**config.mk**
```make
export PLATFORM = sky130hd
export DESIGN_NAME = imem_loader
export DESIGN_NICKNAME = d
export VERILOG_FILES = /design/src/rtl/imem_loader_pkg.sv /design/src/rtl/word_assembler.sv /design/src/rtl/imem_loader.sv
export SDC_FILE = /design/constraint.sdc
export NUM_CORES = 1
export LEC_CHECK = 0
export CORE_ASPECT_RATIO = 0.7
export CORE_MARGIN = 5
export CORE_UTILIZATION = 35
export DETAILED_ROUTE_END_ITERATION = 8
export SETUP_SLACK_MARGIN = 0.2
export SYNTH_ARGS = -nofsm -noshare
export SYNTH_HDL_FRONTEND = slang
export SYNTH_SLANG_ARGS = --single-unit
```
**constraint.sdc**
```tcl
create_clock -name clock -period 2.5 [get_ports clock]
set_clock_uncertainty 0.1 [all_clocks]
set_input_delay 0.375 -clock clock [delete_from_list [all_inputs] [get_ports clock]]
set_output_delay 0.375 -clock clock [all_outputs]
set_load 0.02 [all_outputs]
```
**src/rtl/imem_loader_pkg.sv**
```systemverilog
// ---------------------------------------------------------------------------
// imem_loader_pkg
// Shared definitions for the instruction-memory boot loader.
//   state_e          : loader FSM states
//   WORD_BYTES       : bytes per instruction word (4)
//   COUNT_W          : width of the word count carried in the header (13)
//   BYTE_CNT_W       : width of the byte-in-word counter
//   count_exceeds()  : true when a header count does not fit the imem
// Optional feature macro used by the loader: IMEM_LOADER_CHECKSUM_EN
// ---------------------------------------------------------------------------
package imem_loader_pkg;

    typedef enum logic [2:0] {
        HEADER = 3'd0,
        LOAD   = 3'd1,
        CHECK  = 3'd2,
        DONE   = 3'd3,
        ERROR  = 3'd4
    } state_e;

    localparam int WORD_BYTES = 4;
    localparam int COUNT_W    = 13;
    localparam int BYTE_CNT_W = 2;

    // A count equal to the imem depth is legal; only strictly larger counts
    // would overrun the memory.
    function automatic logic count_exceeds(input logic [COUNT_W-1:0] n,
                                           input int unsigned addr_w);
        return 32'(n) > (32'd1 << addr_w);
    endfunction

endpackage

```
**src/rtl/word_assembler.sv**
```systemverilog
// ---------------------------------------------------------------------------
// word_assembler
// Shifts accepted bytes MSB-first into a word and pulses word_valid for one
// cycle after every WORD_BYTES-th byte. word_data holds the completed word
// during that pulse.
// Ports:
//   clock      : rising-edge clock
//   reset      : asynchronous, active-low
//   byte_en    : a byte is transferred this cycle
//   byte_data  : the transferred byte
//   word_valid : one-cycle pulse, word_data is a complete word
//   word_data  : assembled word (first byte in the top byte lane)
// ---------------------------------------------------------------------------
module word_assembler
    import imem_loader_pkg::*;
#(
    parameter int DATA_W = 32
) (
    input  logic              clock,
    input  logic              reset,
    input  logic              byte_en,
    input  logic [7:0]        byte_data,
    output logic              word_valid,
    output logic [DATA_W-1:0] word_data
);

    localparam logic [BYTE_CNT_W-1:0] LAST_BYTE = BYTE_CNT_W'(WORD_BYTES - 1);

    logic [BYTE_CNT_W-1:0] cnt_q, cnt_d;
    logic [DATA_W-1:0]     shift_q, shift_d;
    logic                  valid_q, valid_d;

    // The counter wraps to 0 on the last byte so a new word can start in
    // the same cycle the finished word is being presented.
    always_comb begin
        cnt_d   = cnt_q;
        shift_d = shift_q;
        valid_d = 1'b0;
        if (byte_en) begin
            shift_d = {shift_q[DATA_W-9:0], byte_data};
            if (cnt_q == LAST_BYTE) begin
                cnt_d   = '0;
                valid_d = 1'b1;
            end else begin
                cnt_d = cnt_q + 1'b1;
            end
        end
    end

    always_ff @(posedge clock or negedge reset) begin
        if (!reset) begin
            cnt_q   <= '0;
            shift_q <= '0;
            valid_q <= 1'b0;
        end else begin
            cnt_q   <= cnt_d;
            shift_q <= shift_d;
            valid_q <= valid_d;
        end
    end

    assign word_valid = valid_q;
    assign word_data  = shift_q;

endmodule

```
**src/rtl/imem_loader.sv**
```systemverilog
// ---------------------------------------------------------------------------
// imem_loader
// Receives a byte stream (header word = word count N, then N payload words)
// and writes the payload into instruction memory at word addresses 0..N-1,
// holding the processor in reset until the load completes.
// Optional feature: define IMEM_LOADER_CHECKSUM_EN to require a trailing
// word equal to the XOR of all payload words before declaring success.
// Ports:
//   clock       : rising-edge clock
//   reset       : asynchronous, active-low
//   byte_valid  : source offers byte_data
//   byte_data   : stream byte
//   byte_ready  : loader accepts a byte (transfer when valid && ready)
//   imem_wren   : one-cycle write strobe toward imem
//   imem_addr   : write word address
//   imem_data   : write word
//   cpu_hold    : keep the processor in reset
//   done        : load completed successfully
//   error       : load aborted
// ---------------------------------------------------------------------------
module imem_loader
    import imem_loader_pkg::*;
#(
    parameter int ADDR_W = 12,
    parameter int DATA_W = 32
) (
    input  logic              clock,
    input  logic              reset,
    input  logic              byte_valid,
    input  logic [7:0]        byte_data,
    output logic              byte_ready,
    output logic              imem_wren,
    output logic [ADDR_W-1:0] imem_addr,
    output logic [DATA_W-1:0] imem_data,
    output logic              cpu_hold,
    output logic              done,
    output logic              error
);

    localparam logic [ADDR_W:0] WORD_ONE = (ADDR_W + 1)'(1);

    state_e               state_q, state_d;
    logic                 active_q, active_d;
    logic [ADDR_W:0]      word_cnt_q, word_cnt_d;
    logic [COUNT_W-1:0]   count_q, count_d;
`ifdef IMEM_LOADER_CHECKSUM_EN
    logic [DATA_W-1:0]    csum_q, csum_d;
`endif

    logic                 byte_fire;
    logic                 word_valid;
    logic [DATA_W-1:0]    word_data;
    logic                 in_rx;
    logic                 write_now;
    logic                 last_word;
    logic [COUNT_W-1:0]   hdr_count;

    word_assembler #(
        .DATA_W (DATA_W)
    ) u_word_assembler (
        .clock      (clock),
        .reset      (reset),
        .byte_en    (byte_fire),
        .byte_data  (byte_data),
        .word_valid (word_valid),
        .word_data  (word_data)
    );

    // active_q keeps byte_ready low while reset is held and for the cycle
    // it is released, so ready first rises on the first edge after release.
    assign in_rx      = (state_q == HEADER) || (state_q == LOAD) || (state_q == CHECK);
    assign write_now  = word_valid && (state_q == LOAD);
    assign byte_ready = active_q && in_rx && !write_now;
    assign byte_fire  = byte_valid && byte_ready;

    assign hdr_count  = word_data[COUNT_W-1:0];
    assign last_word  = (32'(word_cnt_q) + 32'd1) == 32'(count_q);

    // Word counter is one bit wider than the address so N = 2^ADDR_W is
    // representable; the FSM leaves LOAD on the last write, so the
    // truncated address never wraps back onto 0.
    always_comb begin
        state_d    = state_q;
        active_d   = 1'b1;
        word_cnt_d = word_cnt_q;
        count_d    = count_q;
`ifdef IMEM_LOADER_CHECKSUM_EN
        csum_d     = csum_q;
`endif
        case (state_q)
            HEADER: begin
                if (word_valid) begin
                    count_d    = hdr_count;
                    word_cnt_d = '0;
                    if (count_exceeds(hdr_count, ADDR_W)) begin
                        state_d = ERROR;
                    end else if (hdr_count == '0) begin
`ifdef IMEM_LOADER_CHECKSUM_EN
                        state_d = CHECK;
`else
                        state_d = DONE;
`endif
                    end else begin
                        state_d = LOAD;
                    end
                end
            end
            LOAD: begin
                if (word_valid) begin
                    word_cnt_d = word_cnt_q + WORD_ONE;
`ifdef IMEM_LOADER_CHECKSUM_EN
                    csum_d     = csum_q ^ word_data;
`endif
                    if (last_word) begin
`ifdef IMEM_LOADER_CHECKSUM_EN
                        state_d = CHECK;
`else
                        state_d = DONE;
`endif
                    end
                end
            end
`ifdef IMEM_LOADER_CHECKSUM_EN
            CHECK: begin
                if (word_valid) begin
                    state_d = (word_data == csum_q) ? DONE : ERROR;
                end
            end
`endif
            default: begin
                state_d = state_q;
            end
        endcase
    end

    always_ff @(posedge clock or negedge reset) begin
        if (!reset) begin
            state_q    <= HEADER;
            active_q   <= 1'b0;
            word_cnt_q <= '0;
            count_q    <= '0;
`ifdef IMEM_LOADER_CHECKSUM_EN
            csum_q     <= '0;
`endif
        end else begin
            state_q    <= state_d;
            active_q   <= active_d;
            word_cnt_q <= word_cnt_d;
            count_q    <= count_d;
`ifdef IMEM_LOADER_CHECKSUM_EN
            csum_q     <= csum_d;
`endif
        end
    end

    assign imem_wren = write_now;
    assign imem_addr = word_cnt_q[ADDR_W-1:0];
    assign imem_data = word_data;
    assign cpu_hold  = (state_q != DONE);
    assign done      = (state_q == DONE);
    assign error     = (state_q == ERROR);

endmodule

```
======== Word level (Yosys, flattened, before mapping) ========
Cells that the tools add are included.
storage, ports and cells
  flip-flop bits (word level) ............. 65
  input bits .............................. 11
  output and inout bits ................... 49
operators by class
  add/sub/neg operators ................... 3
  order comparisons ....................... 1
  equal/unequal tests ..................... 10
  multiplexer cells ....................... 12
  reduce and logical (&&, ||, !) cells .... 13
operators with widths
  operator                 number
  $mux W13                 2
  $pmux W13 S2             1
  $add A13 B1 Y14 const B  1
  $eq A14 B13 Y1           1
  $add A13 B1 Y13 const B  1
  $gt A13 B13 Y1 const B   1
  $logic_not A13 Y1        1
  $mux W3                  4
  $eq A3 B2 Y1 const B     2
  $pmux W3 S2              1
  $logic_and A1 B1 Y1      4
  $mux W2                  2
  $ne A2 B1 Y1 const B     2
  $reduce_and A4 Y1        1
  $eq A3 B1 Y1 const B     1
  $eq A3 B3 Y1 const B     1
  $logic_not A3 Y1         1
  $ne A3 B2 Y1 const B     1
  $reduce_and A3 Y1        1
  $add A2 B1 Y2 const B    1
  $eq A2 B2 Y1 const B     1
  $logic_or A1 B1 Y1       2
  $mux W1                  2
  $ne A2 B2 Y1 const B     1
  3 further kinds          3

======== Longest topological paths before layout ========
Gate-level depths: netlist of run 1.
  depth after elaboration ................. 7
  depth in mapped cells ................... 8

======== Modules after synthesis ========
From an unflattened synthesis of run 1, not the netlist that was laid out.
unflattened totals
  cells, all modules ...................... 282
  area total of the unflattened synthesis .. 3,448.3 um^2
by module, submodules not included
  module          instances  cells each  area an instance (um^2)  sequential area each (um^2)
  imem_loader     1          206         1,994.4                  750.7
  word_assembler  1          76          1,453.9                  875.8

======== Worst setup path before layout of run 1 ========
No wires, ideal clock.
  kind .................................... register to register
  start point ............................. register word_cnt_q[0]
  end point ............................... register state_q[1]
  setup time .............................. 0.078 ns
  arrival ................................. 1.840 ns
  data required time ...................... 2.322 ns
  path slack .............................. 0.482 ns
  cell stages (with the launch flop) ...... 8
  path buffers ............................ 0
  period minus slack after synthesis ...... 2.018 ns
  path through ............................ dfrtp_1 -> ha_1 -> nand2_1 -> or4_4 -> xnor2_2 -> a2111oi_2 -> a31oi_1 -> o21bai_1
between the ends
  longest elaborated chain between the ends .. 4
ends and longest elaborated chain
  what                         RTL line            RTL
  start: declaration           imem_loader.sv:44   logic [ADDR_W:0] word_cnt_q, word_cnt_d;
  start signal: assignment     imem_loader.sv:148  word_cnt_q <= word_cnt_d;
  $add A13 B1 Y14              imem_loader.sv:77   assign last_word = (32'(word_cnt_q) + 32'd1) == 32'(count_q);
  $eq A14 B13 Y1               imem_loader.sv:77
  $ne A2 B2 Y1 (no line)       --
  $reduce_and A4 Y1 (no line)  --
  end signal: assignment       imem_loader.sv:146  state_q <= state_d;
  end: declaration             imem_loader.sv:42   state_e state_q, state_d;
Every way passes these cells.
A chain may end at the register's enable or synchronous reset.

======== Final worst setup path of run 1 ========
  start point ............................. register state_q[1]
  end point ............................... output port imem_wren
between the ends
  longest elaborated chain between the ends .. 2
ends and longest elaborated chain
  what                 RTL line           RTL
  $eq A3 B1 Y1         imem_loader.sv:72  assign write_now = word_valid && (state_q == LOAD);
  $logic_and A1 B1 Y1  imem_loader.sv:72
  end: declaration     imem_loader.sv:32  output logic imem_wren,
Every way passes these cells.

==> results of run 1 <==
-- power by group --
group	internal (mW)	switching, mW	leakage, nW
Clock	0.973	0.472	0.162
Sequential	1.49	0.434	0.804
Combinational	1.10	0.958	0.862
-- cell families after synthesis --
kind of cell	synth area share, %
other cells	0.116
mux	17.6
simple gates	12.4
xor+xnor	3.48
fa+ha+maj	0.774
compound gates	9.40
buf+inv	5.92
flops	50.3
-- flip-flops by register name (all words and copies together) (netlist names) --
name,count
count_q,13
word_cnt_q,13
state_q,3
u_word_assembler.cnt_q,2
u_word_assembler.word_valid,1
active_q,1
u_word_assembler.word_data,32
-- worst max-delay path: stages, from the launching register on --
cell	delay, ps
dfrtp_1	420
or3b_1	420
nor2_1	200
clkdlybuf4s15_1	350
-- layer usage --
metal	routed length, microns	track usage [%]
met1	3710	20.2
met2	3060	19.7
met3	528	4.67
met4	82	3.97
met5	0	0
-- placed cells by master (no fill, tap or decap), types with 2 or more instances in the layout --
cell	Yosys	layout
dfrtp_2	0	5
dfrtp_1	65	60
dlymetal6s2s_1	0	3
a21oi_1	4	4
xnor2_1	4	4
clkinvlp_4	0	3
mux2i_1	4	4
o21bai_1	2	2
xor2_1	7	7
nor2_1	15	15
a22o_1	2	2
clkdlybuf4s50_1	0	54
o2111ai_1	2	2
nand2b_1	3	3
clkbuf_16	0	9
nand3_1	3	3
inv_1	4	3
mux2_2	42	42
a21o_1	4	4
nor4_1	3	3
bufinv_16	0	3
a31oi_1	2	2
o31ai_1	2	2
o21ai_0	14	14
nor2b_1	2	2
nor3_2	2	2
nand2_1	19	19
mux2_1	5	5
buf_4	16	11
or4_1	2	2
nor3_1	6	6
-- per-stage QoR --
| step | instances | area (sq um) | hold slack (ps) | setup slack (ps) |
|---|---|---|---|---|
| 2_1_floorplan | 276 | 3230 | -20.6 | 482 |
| 3_3_place_gp | 443 | 3890 | 333 | 311 |
| 3_5_place_dp | 443 | 3890 | 338 | 268 |
| 4_1_cts | 461 | 4260 | 406 | 167 |
| 5_1_grt | 461 | 4290 | 422 | 208 |
| 6_report | 461 | 4290 | 400 | 307 |
-- final cells by class --
cell class,count,share of cell area (%)
Inverter,4,0.437
Clock buffer,9,5.25
Clock inverter,7,2.77
Tap cell,124,3.62
Sequential cell,65,38.1
Multi-Input combinational cell,180,33.4
Timing Repair Buffer,72,16.4
-- repair_timing --
action	4_1_cts	5_1_grt
setup buffers	1	0
endpoints found under the setup margin	3	6
hold endpoints to repair	24	0
hold buffers	1	0
gates resized for setup	3	11
-- final timing paths --
kind	endpoint	startpoint	slack (ps)
setup / recovery	imem_wren	state_q[1]	310
hold / removal	u_word_assembler.word_data[31]	u_word_assembler.word_data[31]	400
setup reg to reg	state_q[1]	word_cnt_q[3]	340
hold reg to reg	u_word_assembler.word_data[31]	u_word_assembler.word_data[31]	400
max in group asynchronous	u_word_assembler.word_data[2]	reset	1060
min in group asynchronous	word_cnt_q[11]	reset	500
-- synthesized netlist by cell type, types with 2 or more instances --
| master | instances | share of area, % |
|---|---|---|
| a21o_1 | 4 | 0.93 |
| a21oi_1 | 4 | 0.62 |
| a22o_1 | 2 | 0.54 |
| a31oi_1 | 2 | 0.39 |
| buf_2 | 6 | 0.93 |
| buf_4 | 16 | 3.7 |
| clkbuf_1 | 4 | 0.46 |
| dfrtp_1 | 65 | 50 |
| ha_1 | 2 | 0.77 |
| inv_1 | 4 | 0.46 |
| mux2_1 | 5 | 1.7 |
| mux2_2 | 42 | 15 |
| mux2i_1 | 4 | 1.2 |
| nand2_1 | 19 | 2.2 |
| nand2b_1 | 3 | 0.58 |
| nand3_1 | 3 | 0.46 |
| nor2_1 | 15 | 1.7 |
| nor2b_1 | 2 | 0.39 |
| nor3_1 | 6 | 0.93 |
| nor3_2 | 2 | 0.62 |
| nor4_1 | 3 | 0.58 |
| o2111ai_1 | 2 | 0.54 |
| o21ai_0 | 14 | 2.2 |
| o21bai_1 | 2 | 0.46 |
| o31ai_1 | 2 | 0.46 |
| or4_1 | 2 | 0.46 |
| xnor2_1 | 4 | 1.1 |
| xor2_1 | 7 | 1.9 |
==> summary.md, run 1 <==
| Metric | Value |
|---|---|
| Area of the multi-input gates | ~1400 sq um |
| Worst Setup Start Kind | flop |
| Worst slew margin | 57.3% |
| Ys Warns | 0 |
| Wire per inst | 16.0 microns |
| Fill cells | 826 |
| Max_cap viols | 0 |
| DRT Pass-1 Iters | 4 |
| Remaining design rule violation count | 0 |
| Layout net count | 345 |
| GP Congestion | 0.834 |
| Asr flop ratio synth | 100% |
| Worst-margin pin slew | 641 ps |
| Worst Hold Class | reg2reg |
| Total grt overflow | 0 |
| Global-route wire length before repair | 12800 microns |
| Arr. time, crit path | 1720 ps |
| CTS Root Cell | clkbuf_16 |
| Pin count of the biggest net entering global routing | 30 |
| DRT Wirelength | 7380 microns |
| Worst vdd ir | 0.000709 V |
| Post-Synthesis Mean Instance Area | 11.7 sq um |
| ANT nets after route | 0 |
| Period minus WS final | ~2200 ps |
| Worst reg2reg path depth | 6 |
| Worst-path clk slew | 50 ps |
| P per Cell Area | around 1300 nW/um^2 |
| Min-Delay Path Depth | 1 |
| Cts bufs inserted | 9 |
| H-tree lvl count | 3 |
| Achievable Freq | ~460 MHz |
| GRT Total Usage | 13.9% |
| Vias in the first global route | ~2400 |
| Max Root-Sink Buffers | 2 |
| Drt first-iter violations | 124 |
| Synth Net Count | 289 |
| Layout cells sized above 1 | 26.7% |
| Initial antenna violation count | 0 |
| Crit-path max FO | 6 |
| CTS tree | yes |
| Util after Layout | 47.5% |
| Clk_lat worst skew | between 300 and 400 ps |
| Period utilization | 87.7% |
| Core Area | 9030 sq um |
| Sequential cell area fraction in the yosys report | 50.3% |
| Required @ worst endpoint | between 2000 and 2500 ps |
| Mapped Cells | 276 |
| Area Growth Syn to Fin | 32.7% |
| Final Max Slew Viols | 0 |
| Hold Fails Final Rpt | 0 |
| Synth unique cells | 58 |
| Via density | 4.96 |
| Total number of vias | 2285 |
| Setup violators final | 0 |
| Antenna diodes | 0 |
| Ys flop type | dfrtp_1 |
| Register Area | 1630 sq um |
| Leakage Power | around 1.8 nW |
| Area of the die | roughly 11000 sq um |
| RSZ-0062 raised after global routing | false |
| Yosys reg bits | 65 |
| Cell area after synthesis | 3230 sq um |
| Crit path kind | reg2out |
| Sum of negative setup slack | 0 ps |
| Initial Util | a little over a third |
| DPL Wire Length | ~5400 microns |
| Status | complete, no violations |
| Post-synth EDFFs | 0 |
| Capturing element type of the critical path | primary output |
| Die W | ~120 microns |
| I/O pin count | 60 |
| Design Power | 5.43 mW |
| CTS sink cnt | 65 |
| Row count | 29 |
| Chip height | 90.4 microns |
| IO buf count | 59 |
Power figures use the tool's default switching activity.
==> inputs of run 2 (changes only) <==
- GPL_TIMING_DRIVEN: default -> 0
==> run 2 against run 1 <==
  * Fmax fell by 0.72%
  * Critical path depth is 4 higher
  * Combinational power rose by 4%
  * Via count grew 5.4%
  * Sequential power hardly changed
  * First-iteration DRC count grew 15%
  * Highest routed layer unchanged
  * Clock power shrank 9.7%
  * Largest power group unchanged
  * Cell area rose by 4.1%
  * Largest cell class unchanged
  * Count of clock-buffer cells in the layout is 3 higher
  * Critical path type is now reg2reg
  * Worst hold slack worse by 370 ps
==> summary.md, run 2 (same netlist as run 1, synthesis figures left out) <==
| Metric | Value |
|---|---|
| Worst-path clk slew | 50 ps (about the same) |
| NetSw | 1.87 mW (+0.50%) |
| DRT Pass-1 Iters | 4 (unchanged) |
| Area Growth Syn to Fin | 38.2% |
| Area of the die | 11300 sq um (unchanged) |
| CP bufs+invs | 0 (-1) |
| Required @ worst endpoint | 2640 ps (+610 ps) |
| GP Congestion | 0.877 (+5.1%) |
| Arr. time, crit path | 2350 ps (+630 ps) |
| Design Power | 5.36 mW (-1.2%) |
| Cell area after layout | 4470 sq um (+4.1%) |
| Total grt overflow | 0 (unchanged) |
| Vias in the first global route | 2382 (+0.63%) |
| CTS Root Cell | clkbuf_16 |
| CTS tree | yes |
| Capturing element type of the critical path | flop |
| Row count | 29 (unchanged) |
| Worst Hold Class | in2async |
| Worst slew margin | 45.1% (-12 points) |
| Crit path kind | reg2reg |
| Drt first-iter violations | 142 (+15%) |
| Internal power | 3.49 mW (-2.1%) |
| Slowest cell delay on critical path | 480 ps (+60 ps) |
| CP cell instances | ha_4, nand2_2, or4_4, xnor2_4, a2111oi_4, a31oi_2, o21bai_1 |
| Die W | 125 microns (unchanged) |
| Family with the most delay on the worst path | compound AO/OA/AOI/OAI gates |
| Post-Place Setup Slack | 63.0 ps (-205 ps) |
| Setup violators final | 0 (unchanged) |
| IO buf count | 59 (unchanged) |
| I/O pin count | 60 (unchanged) |
| Sum of negative setup slack | 0 ps (unchanged) |
| Max stage delay cell, worst path | or4_4 |
| Combinational fraction of design power | 40.0% (+2.0 points) |
| Clk_lat worst skew | 330 ps (about the same) |
| Area after DPL | 3980 sq um (+2.2%) |
| Layout cells sized above 1 | 31.9% (+5.2 points) |
| Initial antenna violation count | 0 (unchanged) |
| Via density | 4.93 (-0.45%) |
| Worst Setup Start Kind | flop |
| Pin count of the biggest net entering global routing | 66 (+120%) |
| Period minus WS final | 2210 ps (+15.8 ps) |
| Remaining design rule violation count | 0 (unchanged) |
| DPL Wire Length | 5390 microns (+0.56%) |
| P per Cell Area | 1200 nW/um^2 (-5.1%) |
| Hold slack | 28.9 ps (-371 ps) |
| Reg power frac | 35.7% (+0.3 points) |
| Hold Buf Count CTS | 0 (-1) |
| CTS sink cnt | 65 (unchanged) |
| Max Root-Sink Buffers | 2 (unchanged) |
| Switching portion of total power | 34.9% (+0.60 points) |
| H-tree lvl count | 3 (unchanged) |
| Layout net count | 372 (+7.8%) |
| Global-route wire length before repair | 12700 microns (-0.33%) |
| ANT nets after route | 0 (unchanged) |
| DRT Wirelength | 7740 microns (+4.9%) |
| Worst vdd ir | 0.000776 V (+9.5%) |
| Period utilization | 88.3% (+0.63 points) |
| GRT Total Usage | 14.2% (+0.24 points) |
| Chip height | 90.4 microns (unchanged) |
| Max FFs per register | 32 (unchanged) |
| Worst-margin pin slew | 823 ps (+182 ps) |
| RSZ-0062 raised after global routing | true |
| Final worst slack | 291 ps (-15.8 ps) |
| Antenna diodes | 0 (unchanged) |
| Clk network pwr share | 24.3% (-2.3 points) |
| Wire per inst | 15.9 microns (-0.89%) |
| Most frequent cells in the layout | 60 x dfrtp_1, 54 x clkdlybuf4s50_1, 42 x mux2_2 |
| Max_cap viols | 0 (unchanged) |
| Core Area | 9030 sq um (unchanged) |
| Leakage Power | 1.94 nW (+6.4%) |
| Final Max Slew Viols | 0 (unchanged) |
| Status | complete, no violations |
| Cts bufs inserted | 9 (unchanged) |
| Achievable Freq | 453 MHz (-0.72%) |
| Crit-path max FO | 7 (+1) |
| Commonest non-fill, non-tap cell in the layout | dfrtp_1 |
| Total number of vias | 2408 (+5.4%) |
| Initial Util | 35.8% (unchanged) |
| Hold Fails Final Rpt | 0 (unchanged) |
## run 2: changes by cell type in the layout (fill, tap and decap cells not counted), moves of 2 or more
cell            change
buf_2               +4
dlygate4sd2_1       +2
dlymetal6s2s_1      -2
clkbuf_2            +2
bufinv_16           -2
buf_4              +17
clkbuf_1            +3
clkbuf_8            +3
buf_6               +4
## run 2: per-stage QoR
stage	std cells	util [%]
after floorplan	276	-
after global placement	459	44.0
after detailed placement	459	44.0
after CTS	475	47.7
after global routing	488	49.4
final	488	49.4
## run 2: area by class of cell
| class | count | area (sq um) |
|---|---|---|
| clock inverters | 4 | 50.0 |
| plain buffers | 27 | 191 |
| fillers | 836 | 4570 |
| flip-flops and latches | 65 | 1630 |
| multi-input cells | 180 | 1480 |
| well taps | 124 | 155 |
| repair buffers | 72 | 681 |
| inverters | 4 | 15.0 |
| clock buffers | 12 | 267 |
## run 2: per-layer routing
layer | GRT usage, % | vias to the layer above | wire length [microns] | part of all wire (%)
met3 | 6.03 | 6 | 466 | 6.0
met2 | 19.7 | 58 | 3320 | 43
li1 | - | 1149 | - | -
met4 | 2.71 | 0 | 48 | 0.62
met1 | 20.6 | 1195 | 3910 | 50
met5 | 0 | - | 0 | 0
## run 2: path summary, 6_finish.rpt
path	from	to	slack (ps)	cells after the start
max	word_cnt_q[0]	state_q[2]	290	7
min	reset	state_q[1]	30	1
max reg2reg	word_cnt_q[0]	state_q[2]	290	7
min reg2reg	u_word_assembler.word_data[29]	u_word_assembler.word_data[29]	400	1
max in group asynchronous	reset	word_cnt_q[5]	1660	1
min in group clock	u_word_assembler.word_data[29]	u_word_assembler.word_data[29]	400	1
## run 2: power groups by stage
stage | logic, mW | registers, mW | clock network (mW)
3_5_place_dp | 2.08 | 1.93 | 0
6_report | 2.15 | 1.91 | 1.30
3_3_place_gp | 2.05 | 1.92 | 0
5_1_grt | 2.30 | 1.99 | 1.39
4_1_cts | 2.10 | 1.93 | 1.33
2_1_floorplan | 0.928 | 2.11 | 0
## run 2: timing repair
| action | CTS | global route |
|---|---|---|
| resized for setup | 8 | 17 |
| buffers inserted | 0 | 13 |
| pin swaps | 0 | 5 |
| endpoints found under the hold margin | 0 | 0 |
| endpoints found under the setup margin | 15 | 4 |
